<file path="src/rtl/mips_pkg.sv">
// Shared definitions for the multicycle MIPS controller: state codes, opcode/funct
// values, datapath mux encodings and the packed control word.
package mips_pkg;

    typedef logic [3:0] state_t;

    localparam state_t ST_FETCH    = 4'd0;
    localparam state_t ST_DECODE   = 4'd1;
    localparam state_t ST_MEMADR   = 4'd2;
    localparam state_t ST_MEMRD    = 4'd3;
    localparam state_t ST_MEMWB    = 4'd4;
    localparam state_t ST_MEMWR    = 4'd5;
    localparam state_t ST_RTEXEC   = 4'd6;
    localparam state_t ST_ALUWB    = 4'd7;
    localparam state_t ST_BRANCH   = 4'd8;
    localparam state_t ST_ADDIEXEC = 4'd9;
    localparam state_t ST_ADDIWB   = 4'd10;
    localparam state_t ST_JUMP     = 4'd11;
    localparam state_t ST_MULDIV   = 4'd12;

    localparam logic [5:0] OP_RTYPE = 6'b000000;
    localparam logic [5:0] OP_LW    = 6'b100011;
    localparam logic [5:0] OP_SW    = 6'b101011;
    localparam logic [5:0] OP_BEQ   = 6'b000100;
    localparam logic [5:0] OP_BNE   = 6'b000101;
    localparam logic [5:0] OP_ADDI  = 6'b001000;
    localparam logic [5:0] OP_J     = 6'b000010;

    localparam logic [5:0] FN_MULT  = 6'b011000;
    localparam logic [5:0] FN_DIV   = 6'b011010;

    localparam logic [1:0] ALUOP_ADD   = 2'b00;
    localparam logic [1:0] ALUOP_SUB   = 2'b01;
    localparam logic [1:0] ALUOP_FUNCT = 2'b10;

    localparam logic [1:0] SRCB_RT    = 2'b00;
    localparam logic [1:0] SRCB_FOUR  = 2'b01;
    localparam logic [1:0] SRCB_IMM   = 2'b10;
    localparam logic [1:0] SRCB_IMMSH = 2'b11;

    localparam logic [1:0] PCSRC_ALU    = 2'b00;
    localparam logic [1:0] PCSRC_ALUOUT = 2'b01;
    localparam logic [1:0] PCSRC_JUMP   = 2'b10;

    localparam logic [1:0] MEMW_NONE = 2'b00;
    localparam logic [1:0] MEMW_WORD = 2'b11;

    typedef struct packed {
        logic       pcen;
        logic       iord;
        logic       irwrite;
        logic       regdst;
        logic       memtoreg;
        logic       regwrite;
        logic       alusrca;
        logic [1:0] memwrite;
        logic [1:0] alusrcb;
        logic [1:0] pcsrc;
        logic [1:0] aluop;
        logic       md_busy;
    } ctrl_t;

    function automatic logic is_muldiv(input logic [5:0] op, input logic [5:0] funct);
        return (op == OP_RTYPE) && ((funct == FN_MULT) || (funct == FN_DIV));
    endfunction

endpackage

</file>
<file path="src/rtl/mips_mc_outdec.sv">
// Combinational control-word decode for each controller state. FETCH requests
// irwrite/pcen unconditionally; the top qualifies them with memory completion.
module mips_mc_outdec
    import mips_pkg::*;
(
    input  state_t     state,
    input  logic [5:0] op,
    input  logic       zero,
    output ctrl_t      ctrl
);

    always_comb begin
        ctrl = '0;
        case (state)
            ST_FETCH: begin
                ctrl.alusrcb = SRCB_FOUR;
                ctrl.aluop   = ALUOP_ADD;
                ctrl.pcsrc   = PCSRC_ALU;
                ctrl.irwrite = 1'b1;
                ctrl.pcen    = 1'b1;
            end
            ST_DECODE: begin
                ctrl.alusrcb = SRCB_IMMSH;
                ctrl.aluop   = ALUOP_ADD;
            end
            ST_MEMADR: begin
                ctrl.alusrca = 1'b1;
                ctrl.alusrcb = SRCB_IMM;
                ctrl.aluop   = ALUOP_ADD;
            end
            ST_MEMRD: begin
                ctrl.iord = 1'b1;
            end
            ST_MEMWB: begin
                ctrl.regwrite = 1'b1;
                ctrl.memtoreg = 1'b1;
            end
            ST_MEMWR: begin
                ctrl.iord     = 1'b1;
                ctrl.memwrite = MEMW_WORD;
            end
            ST_RTEXEC: begin
                ctrl.alusrca = 1'b1;
                ctrl.alusrcb = SRCB_RT;
                ctrl.aluop   = ALUOP_FUNCT;
            end
            ST_ALUWB: begin
                ctrl.regwrite = 1'b1;
                ctrl.regdst   = 1'b1;
            end
            ST_BRANCH: begin
                ctrl.alusrca = 1'b1;
                ctrl.alusrcb = SRCB_RT;
                ctrl.aluop   = ALUOP_SUB;
                ctrl.pcsrc   = PCSRC_ALUOUT;
                // bne inverts the sense of the ALU zero flag
                ctrl.pcen    = zero ^ (op == OP_BNE);
            end
            ST_ADDIEXEC: begin
                ctrl.alusrca = 1'b1;
                ctrl.alusrcb = SRCB_IMM;
                ctrl.aluop   = ALUOP_ADD;
            end
            ST_ADDIWB: begin
                ctrl.regwrite = 1'b1;
            end
            ST_JUMP: begin
                ctrl.pcsrc = PCSRC_JUMP;
                ctrl.pcen  = 1'b1;
            end
            ST_MULDIV: begin
                ctrl.md_busy = 1'b1;
            end
            default: ctrl = '0;
        endcase
    end

endmodule

</file>
<file path="src/rtl/mips_mc_controller.sv">
// Multicycle MIPS main controller: state register, mult/div latency counter and
// next-state logic; per-state outputs come from mips_mc_outdec.
module mips_mc_controller
    import mips_pkg::*;
#(
    parameter int MULDIV_LAT    = 4,
    parameter int MEM_HANDSHAKE = 1
)(
    input  logic       clk,
    input  logic       reset,
    input  logic [5:0] op,
    input  logic [5:0] funct,
    input  logic       zero,
    input  logic       mem_ready,
    output logic       pcen,
    output logic       iord,
    output logic       irwrite,
    output logic       regdst,
    output logic       memtoreg,
    output logic       regwrite,
    output logic       alusrca,
    output logic [1:0] memwrite,
    output logic [1:0] alusrcb,
    output logic [1:0] pcsrc,
    output logic [1:0] aluop,
    output logic       md_start,
    output logic       md_busy,
    output logic       illegal
);

    localparam logic [5:0] LAT_M1 = 6'(MULDIV_LAT - 1);

    state_t     state_reg, state_next;
    logic [5:0] cnt_reg, cnt_next;
    logic       mem_ok;
    ctrl_t      ctrl;

    assign mem_ok = (MEM_HANDSHAKE != 0) ? mem_ready : 1'b1;

    always_ff @(posedge clk or posedge reset) begin
        if (reset) begin
            state_reg <= ST_FETCH;
            cnt_reg   <= '0;
        end else begin
            state_reg <= state_next;
            cnt_reg   <= cnt_next;
        end
    end

    always_comb begin
        state_next = state_reg;
        cnt_next   = cnt_reg;
        md_start   = 1'b0;
        illegal    = 1'b0;
        case (state_reg)
            ST_FETCH:  if (mem_ok) state_next = ST_DECODE;
            ST_DECODE: begin
                case (op)
                    OP_LW, OP_SW: state_next = ST_MEMADR;
                    OP_RTYPE: begin
                        if (is_muldiv(op, funct)) begin
                            state_next = ST_MULDIV;
                            cnt_next   = LAT_M1;
                            md_start   = 1'b1;
                        end else begin
                            state_next = ST_RTEXEC;
                        end
                    end
                    OP_BEQ, OP_BNE: state_next = ST_BRANCH;
                    OP_ADDI:        state_next = ST_ADDIEXEC;
                    OP_J:           state_next = ST_JUMP;
                    default: begin
                        state_next = ST_FETCH;
                        illegal    = 1'b1;
                    end
                endcase
            end
            ST_MEMADR:   state_next = (op == OP_SW) ? ST_MEMWR : ST_MEMRD;
            ST_MEMRD:    if (mem_ok) state_next = ST_MEMWB;
            ST_MEMWB:    state_next = ST_FETCH;
            ST_MEMWR:    if (mem_ok) state_next = ST_FETCH;
            ST_RTEXEC:   state_next = ST_ALUWB;
            ST_ALUWB:    state_next = ST_FETCH;
            ST_BRANCH:   state_next = ST_FETCH;
            ST_ADDIEXEC: state_next = ST_ADDIWB;
            ST_ADDIWB:   state_next = ST_FETCH;
            ST_JUMP:     state_next = ST_FETCH;
            ST_MULDIV: begin
                // counter starts at LAT-1, so reaching 0 marks the last busy cycle
                if (cnt_reg == 6'd0) state_next = ST_FETCH;
                else                 cnt_next   = cnt_reg - 6'd1;
            end
            default:     state_next = ST_FETCH;
        endcase
    end

    mips_mc_outdec u_outdec (
        .state (state_reg),
        .op    (op),
        .zero  (zero),
        .ctrl  (ctrl)
    );

    // Fetch strobes wait for the instruction word and stay quiet while in reset
    assign irwrite  = ctrl.irwrite & mem_ok & ~reset;
    assign pcen     = (state_reg == ST_FETCH) ? (ctrl.pcen & mem_ok & ~reset) : ctrl.pcen;
    assign iord     = ctrl.iord;
    assign regdst   = ctrl.regdst;
    assign memtoreg = ctrl.memtoreg;
    assign regwrite = ctrl.regwrite;
    assign alusrca  = ctrl.alusrca;
    assign memwrite = ctrl.memwrite;
    assign alusrcb  = ctrl.alusrcb;
    assign pcsrc    = ctrl.pcsrc;
    assign aluop    = ctrl.aluop;
    assign md_busy  = ctrl.md_busy;

endmodule

</file>
<file path="config.mk">
export PLATFORM = sky130hd
export DESIGN_NAME = mips_mc_controller
export DESIGN_NICKNAME = d
export VERILOG_FILES = /design/src/rtl/mips_pkg.sv /design/src/rtl/mips_mc_outdec.sv /design/src/rtl/mips_mc_controller.sv
export SDC_FILE = /design/constraint.sdc
export NUM_CORES = 1
export LEC_CHECK = 0
export ABC_AREA = 1
export CAP_MARGIN = 20
export CORE_AREA = 2 2 52 54
export DETAILED_ROUTE_END_ITERATION = 10
export DIE_AREA = 0 0 54 56
export PLACE_DENSITY = 0.71
export SLEW_MARGIN = 20
export SYNTH_ARGS = -nofsm -noshare
export SYNTH_HDL_FRONTEND = slang
export SYNTH_SLANG_ARGS = --single-unit
</file>
<file path="constraint.sdc">
create_clock -name clk -period 1.7 [get_ports clk]
set_clock_uncertainty 0.15 [all_clocks]
set_input_delay 0.255 -clock clk [delete_from_list [all_inputs] [get_ports clk]]
set_output_delay 0.255 -clock clk [all_outputs]
set_load 0.01 [all_outputs]
</file>
==> results of run 1 <==
==> metrics by stage <==
stage	TNS, ns	hold WS, ns	utilization	worst slack, ns	total power [mW]
2_1_floorplan	0	-0.0548	-	0.127	0.725
3_3_place_gp	-4.48	0.340	0.652	-0.501	1.22
3_5_place_dp	-5.29	0.352	0.652	-0.539	1.24
4_1_cts	-1.81	0.217	0.742	-0.181	1.79
5_1_grt	-3.78	0.276	0.842	-0.307	2.26
6_report	-2.43	0.238	0.842	-0.282	2.16
==> final timing paths <==
path / cells after the start / end / start
min in group clk: 2 / cnt_reg[0] / cnt_reg[0]
worst max-delay path: 7 / alusrcb[1] / state_reg[2]
worst min-delay path: 2 / cnt_reg[5] / reset
worst min register to register: 2 / cnt_reg[0] / cnt_reg[0]
worst max register to register: 13 / state_reg[2] / state_reg[0]
max in group asynchronous: 2 / state_reg[0] / reset
==> critical path, delay by kind of cell, from the launching register on <==
kind	cells	cell delay (ns)
buffers and inverters	3	0.35
AND/OR/NAND/NOR	3	0.34
AO/OA/AOI/OAI	1	0.17
flip-flops	1	0.44
==> cells in the final DEF (no fill, tap or decap), drive strengths merged <==
cell type,Yosys,routed
buf,2,69
nand2,46,47
nor2,37,37
inv,30,30
nand3,21,21
clkdlybuf4s50,0,11
dfrtp,10,10
o21ai,8,8
nand4,4,4
a21oi,4,4
clkbuf,0,4
ha,2,2
dlymetal6s2s,0,2
nor3,2,2
nand3b,1,1
xnor2,1,1
o21bai,1,1
xor2,1,1
dlygate4sd2,0,1
==> timing repair <==
action,in CTS,in global routing
pin swaps,12,22
setup buffers,14,8
gates resized for setup,106,82
gates cloned,0,1
setup endpoints to repair,18,26
==> synth_stat cells <==
library cell	number
a21oi_1	4
buf_4	2
dfrtp_1	10
ha_1	2
inv_1	29
inv_2	1
nand2_1	43
nand2_2	1
nand2_4	2
nand3_1	19
nand3_2	2
nand3b_1	1
nand4_1	4
nor2_1	34
nor2_2	2
nor2_4	1
nor3_1	2
o21ai_0	8
o21bai_1	1
xnor2_1	1
xor2_1	1
==> routing by layer <==
| layer | global-route usage | vias to the layer above |
|---|---|---|
| met5 | 0 | - |
| met4 | 0.0929 | 0 |
| met3 | 0.0565 | 22 |
| met2 | 0.425 | 83 |
| met1 | 0.276 | 747 |
| li1 | - | 712 |
==> power by group <==
group          internal [mW]  total [mW]  switching [mW]
clock network          0.130       0.222          0.0918
logic                  0.785        1.61           0.826
registers              0.274       0.330          0.0564
==> cell type report <==
class | instances | area (sq um) | area share
Multi-Input combinational cell | 129 | 873 | 0.426
Inverter | 30 | 128 | 0.0623
Sequential cell | 10 | 254 | 0.124
Tap cell | 30 | 37.5 | 0.0183
Timing Repair Buffer | 83 | 719 | 0.351
Clock buffer | 4 | 36.3 | 0.0177
==> cell families after synthesis <==
kind of cell,share of synthesized area
DFF,0.253
xor gates and xnor gates,0.0177
adders and majority gates,0.0253
buffers and inverters,0.129
and+or+nand+nor,0.506
AOI/OAI and AO/OA,0.0684
==> out/results.tsv, run 1 <==
stage	metric	value	unit
status	status	finished with violations	
status	violations	negative setup slack	
flow_run	cap_violations	0	
detailed_routing	wl	4.39	mm
timing	final.period_utilization	1.17	
detailed_routing	wl_met1	1.70	mm
die	num_io_pins	34	
die	initial_core_util	0.406	
timing	relSlewSlack	0.726	
logic_synthesis	yosys_warnings	0	
die	rows	18	
cts	cts_sinks	10	
critical_path	crit_chain	inv_2 -> nor2_4 -> inv_4 -> nor2_4 -> nor2_4 -> a21oi_1 -> buf_2	
detailed_routing	wl_met3	252	um
detailed_routing	ant_nets	0	
logic_synthesis	yosys.area.top_type	dfrtp_1	
cts	clkLatencyLatePin	0.27	ns
placed_design	gp_congestion	0.859	
cts	cts.reportedPaths.clkPinSlew	0.08	ns
critical_path	cp-start-kind	flip-flop	
global_routing	grt_pass1_wl	5.66	mm
cells_and_area	syn_to_final_growth	107	%
timing	max_slew.worst_pin.slew	0.411	ns
cells_and_area	drive_above_1_share	0.520	
cts	numCtsBuffers	3	
cells_and_area	stdcell_count	286	
die	die_w	54	um
cts	htree_num_levels	1	
placed_design	placement.io_buffers	32	
timing	period_minus_slack	1.98	ns
detailed_routing	dr.pass1.iters	5	
cts	cts_max_path_buffers	2	
timing	layout_setup_ws	-0.282	ns
detailed_routing	drcViolationCount	0	
cells_and_area	largest_reg_flops	6	
die	die_area	0.00302	sq mm
logic_synthesis	synthTopCellsByArea	dfrtp_1, nand2_1, nor2_1	
die	die_h	56	um
cells_and_area	final_area	0.00205	sq mm
timing	rsz0062_at_grt	true	
detailed_routing	via_count	1564	
logic_synthesis	syn_area	987	sq um
detailed_routing	dr_wl_met2	2.27	mm
die	core	0.00243	sq mm
timing	finalHoldViolCount	0	
cells_and_area	num_antenna_cells	0	
timing	slew_violations	0	
power	p_per_area	1060	mW/mm^2
logic_synthesis	yosysTopAreaCellShare	0.253	
logic_synthesis	synth.distinct_cells	21	
cts	cts_root_buf	clkbuf_4	
critical_path	r2r_setup_slack	-0.17	ns
logic_synthesis	postSynthCellCount	170	
cells_and_area	final_nets	275	
detailed_routing	detail_route.wl_per_cell	15.3	um
global_routing	grt_usage	0.244	
logic_synthesis	syn_nets	188	
power	ir_drop	0.998	mV
critical_path	critPathRequiredTime	1.29	ns
timing	setup_viol	24	
placed_design	placed_cell_area	0.00159	sq mm
detailed_routing	top_layer_used	met4	
cts	cts_tree	built	
logic_synthesis	synth.yosys.seq_area_share	0.253	
critical_path	critPathCaptureType	primary output	
timing	fmax	505	MHz
cells_and_area	nFillCells	136	
critical_path	slowest_stage	dfrtp_1	
critical_path	arrival	1.58	ns
logic_synthesis	avgSynthCellArea	5.81	sq um
placed_design	dp_hpwl	2.29	mm
critical_path	path_class	flip-flop to primary output	
critical_path	crit_path_max_fanout	4	
global_routing	grt-ovfl-total	0	
global_routing	grt_pass1_vias	1381	
global_routing	grt_antenna_before_repair	0	
min_path	hold_path_class	input pin to asynchronous set/reset pin	
cts	cts_hold_buf	0	
detailed_routing	drt-vias-per-instance	5.47	
critical_path	max_stage_delay	0.44	ns
placed_design	placed_cells	264	
global_routing	grt_max_degree	11	
power	p_leak	1.13	nW
detailed_routing	drtIter0Drc	51	
logic_synthesis	synth-seq-cells	10	
critical_path	cpMostUsedCell	nor2_4	
Power figures use the tool's default switching activity.
==> run 2, diff against run 1 <==
--- a/config.mk
+++ b/config.mk
@@ -6,11 +6,11 @@
 export NUM_CORES = 1
 export LEC_CHECK = 0
 export ABC_AREA = 1
-export CAP_MARGIN = 20
+export CAP_MARGIN = 40
 export CORE_AREA = 2 2 52 54
 export DETAILED_ROUTE_END_ITERATION = 10
 export DIE_AREA = 0 0 54 56
-export PLACE_DENSITY = 0.71
+export PLACE_DENSITY_LB_ADDON = 0.3
 export SLEW_MARGIN = 20
 export SYNTH_ARGS = -nofsm -noshare
 export SYNTH_HDL_FRONTEND = slang
==> out/results.tsv, run 2 (synthesis results as in run 1) <==
stage	metric	value	unit	change
power	finalPower	1.83	mW	was 2.16 mW
critical_path	critPathRequiredTime	1.29	ns	about the same
critical_path	crit_chain	inv_4 -> nor2_4 -> inv_4 -> nor2_4 -> nor2_4 -> a21oi_2 -> buf_2		was inv_2 -> nor2_4 -> inv_4 -> nor2_4 -> nor2_4 -> a21oi_1 -> buf_2
die	initial_core_util	0.406		unchanged
detailed_routing	drtIter0Drc	33		was 51
min_path	hold_end	cnt_reg[0]		
die	die_w	54	um	unchanged
global_routing	grt_usage	0.216		was 0.244
critical_path	arrival	1.41	ns	was 1.58 ns
placed_design	dp_slack	-0.546	ns	was -0.539 ns
detailed_routing	wl_met1	1.40	mm	was 1.70 mm
cts	numCtsBuffers	3		unchanged
cells_and_area	drive_above_1_share	0.474		was 0.520
critical_path	r2r_end	state_reg[0]		was state_reg[2]
timing	max_slew.worst_pin.slew	0.408	ns	was 0.411 ns
detailed_routing	wl	3.49	mm	was 4.39 mm
cells_and_area	final_area	0.00187	sq mm	was 0.00205 sq mm
flow_run	cap_violations	0		unchanged
cts	cts_hold_buf	0		unchanged
die	die_area	0.00302	sq mm	unchanged
cells_and_area	largest_reg_flops	6		unchanged
cts	cts.reportedPaths.clkPinSlew	0.06	ns	was 0.08 ns
die	die_h	56	um	unchanged
detailed_routing	top_layer_used	met4		unchanged
critical_path	slowest_stage	dfrtp_2		was dfrtp_1
cells_and_area	mostFrequentLayoutCells	buf_4, nand2_1, nor2_1		was buf_4, nand2_1, buf_6
placed_design	placed_cell_area	0.00159	sq mm	unchanged
cts	cts_sinks	10		unchanged
detailed_routing	drt-vias-per-instance	4.99		was 5.47
cts	cts_tree	built		unchanged
min_path	hold_path_depth	2		
cts	cts_max_path_buffers	2		unchanged
timing	period_minus_slack	1.82	ns	was 1.98 ns
global_routing	grt_max_degree	11		unchanged
timing	slew_violations	0		unchanged
critical_path	cp-start-kind	flip-flop		unchanged
critical_path	cpMostUsedCell	nor2_4		unchanged
detailed_routing	detail_route.wl_per_cell	12.5	um	was 15.3 um
cells_and_area	nFillCells	180		was 136
die	rows	18		unchanged
timing	layout_setup_ws	-0.119	ns	was -0.282 ns
global_routing	grt_antenna_before_repair	0		unchanged
status	violations	negative setup slack		unchanged
cts	clkLatencyLatePin	0.26	ns	was 0.27 ns
placed_design	placement.io_buffers	32		unchanged
timing	rsz0062_at_grt	true		unchanged
power	ir_drop	0.854	mV	was 0.998 mV
placed_design	gp_congestion	0.915		was 0.859
global_routing	grt-ovfl-total	0		unchanged
critical_path	crit_path_max_fanout	5		was 4
timing	relSlewSlack	0.728		was 0.726
global_routing	grt_pass1_wl	5.07	mm	was 5.66 mm
global_routing	grt_pass1_vias	1279		was 1381
status	status	finished with violations		unchanged
min_path	hold_path.startpoint	cnt_reg[0]		
timing	fmax	550	MHz	was 505 MHz
cells_and_area	final_nets	269		was 275
placed_design	dp_hpwl	2.27	mm	was 2.29 mm
min_path	hold_path_class	flip-flop to flip-flop		was input pin to asynchronous set/reset pin
detailed_routing	drcViolationCount	0		unchanged
detailed_routing	via_count	1392		was 1564
die	core	0.00243	sq mm	unchanged
critical_path	path_class	flip-flop to primary output		unchanged
timing	finalHoldViolCount	0		unchanged
detailed_routing	wl_met3	197	um	was 252 um
detailed_routing	dr.pass1.iters	4		was 5
cells_and_area	syn_to_final_growth	89.5	%	was 107%
cells_and_area	layout_commonest_cell	buf_4		unchanged
cts	htree_num_levels	1		unchanged
timing	final.period_utilization	1.07		was 1.17
critical_path	r2r_start	state_reg[2]		was state_reg[0]
power	p_per_area	977	mW/mm^2	was 1060 mW/mm^2
die	num_io_pins	34		unchanged
cells_and_area	num_antenna_cells	0		unchanged
detailed_routing	dr_wl_met2	1.87	mm	was 2.27 mm
critical_path	rr_worst_depth	11		was 13
power	p_leak	1.03	nW	was 1.13 nW
critical_path	critPathCaptureType	primary output		unchanged
cts	cts_root_buf	clkbuf_4		unchanged
critical_path	max_stage_delay	0.45	ns	was 0.44 ns
critical_path	r2r_setup_slack	0.01	ns	was -0.17 ns
detailed_routing	ant_nets	0		unchanged
timing	setup_viol	13		was 24
run 2: layout make-up:
type                    instances  area [sq um]  share of cell area
repair buffers                 78           658               0.352
well taps                      30          37.5              0.0201
flip-flops and latches         10           255               0.136
inverters                      30           125              0.0669
multi-input cells             128           772               0.413
clock buffers                   3          22.5              0.0120
run 2: power by group:
part           total (mW)  switching (mW)  leakage [nW]  internal, mW
Sequential          0.336          0.0597         0.131         0.276
Combinational        1.34           0.673         0.888         0.665
Clock               0.153          0.0717        0.0138        0.0813
run 2: worst max path at each step:
| stage | start | endpoint | slack [ns] | depth (start not counted) |
|---|---|---|---|---|
| 6_report | state_reg[2] | alusrcb[1] | -0.12 | 7 |
| 5_1_grt | state_reg[2] | alusrcb[1] | -0.19 | 7 |
| 4_1_cts | state_reg[1] | pcen | -0.11 | 6 |
| 3_5_place_dp | op[0] | md_start | -0.55 | 7 |
| 3_3_place_gp | op[2] | md_start | -0.47 | 7 |
| 2_1_floorplan | state_reg[0] | pcen | 0.13 | 5 |
run 2: layer usage:
layer | GRT usage | up-vias
met5 | 0 | -
met4 | 0.0500 | 0
met3 | 0.0323 | 4
met2 | 0.395 | 43
met1 | 0.252 | 653
li1 | - | 692
run 2: per-stage QoR:
stage	hold slack, ns	TNS, ns	std cells	util
5_1_grt	0.409	-1.65	279	0.769
3_3_place_gp	0.341	-4.19	264	0.652
6_report	0.375	-0.808	279	0.769
4_1_cts	0.364	-0.774	275	0.707
2_1_floorplan	-0.0548	0	170	-
3_5_place_dp	0.351	-5.32	264	0.652
run 2: critical path: cells and delay by family, from the launching register on:
| kind | cells | cell delay (ns) |
|---|---|---|
| AOI/OAI and AO/OA | 1 | 0.11 |
| buffers and inverters | 3 | 0.27 |
| DFF | 1 | 0.45 |
| and+or+nand+nor | 3 | 0.32 |
run 2: timing repair:
action,4_1_cts,5_1_grt
resized for setup,107,45
setup buffers,9,5
pin swaps,14,5
endpoints found under the setup margin,18,21
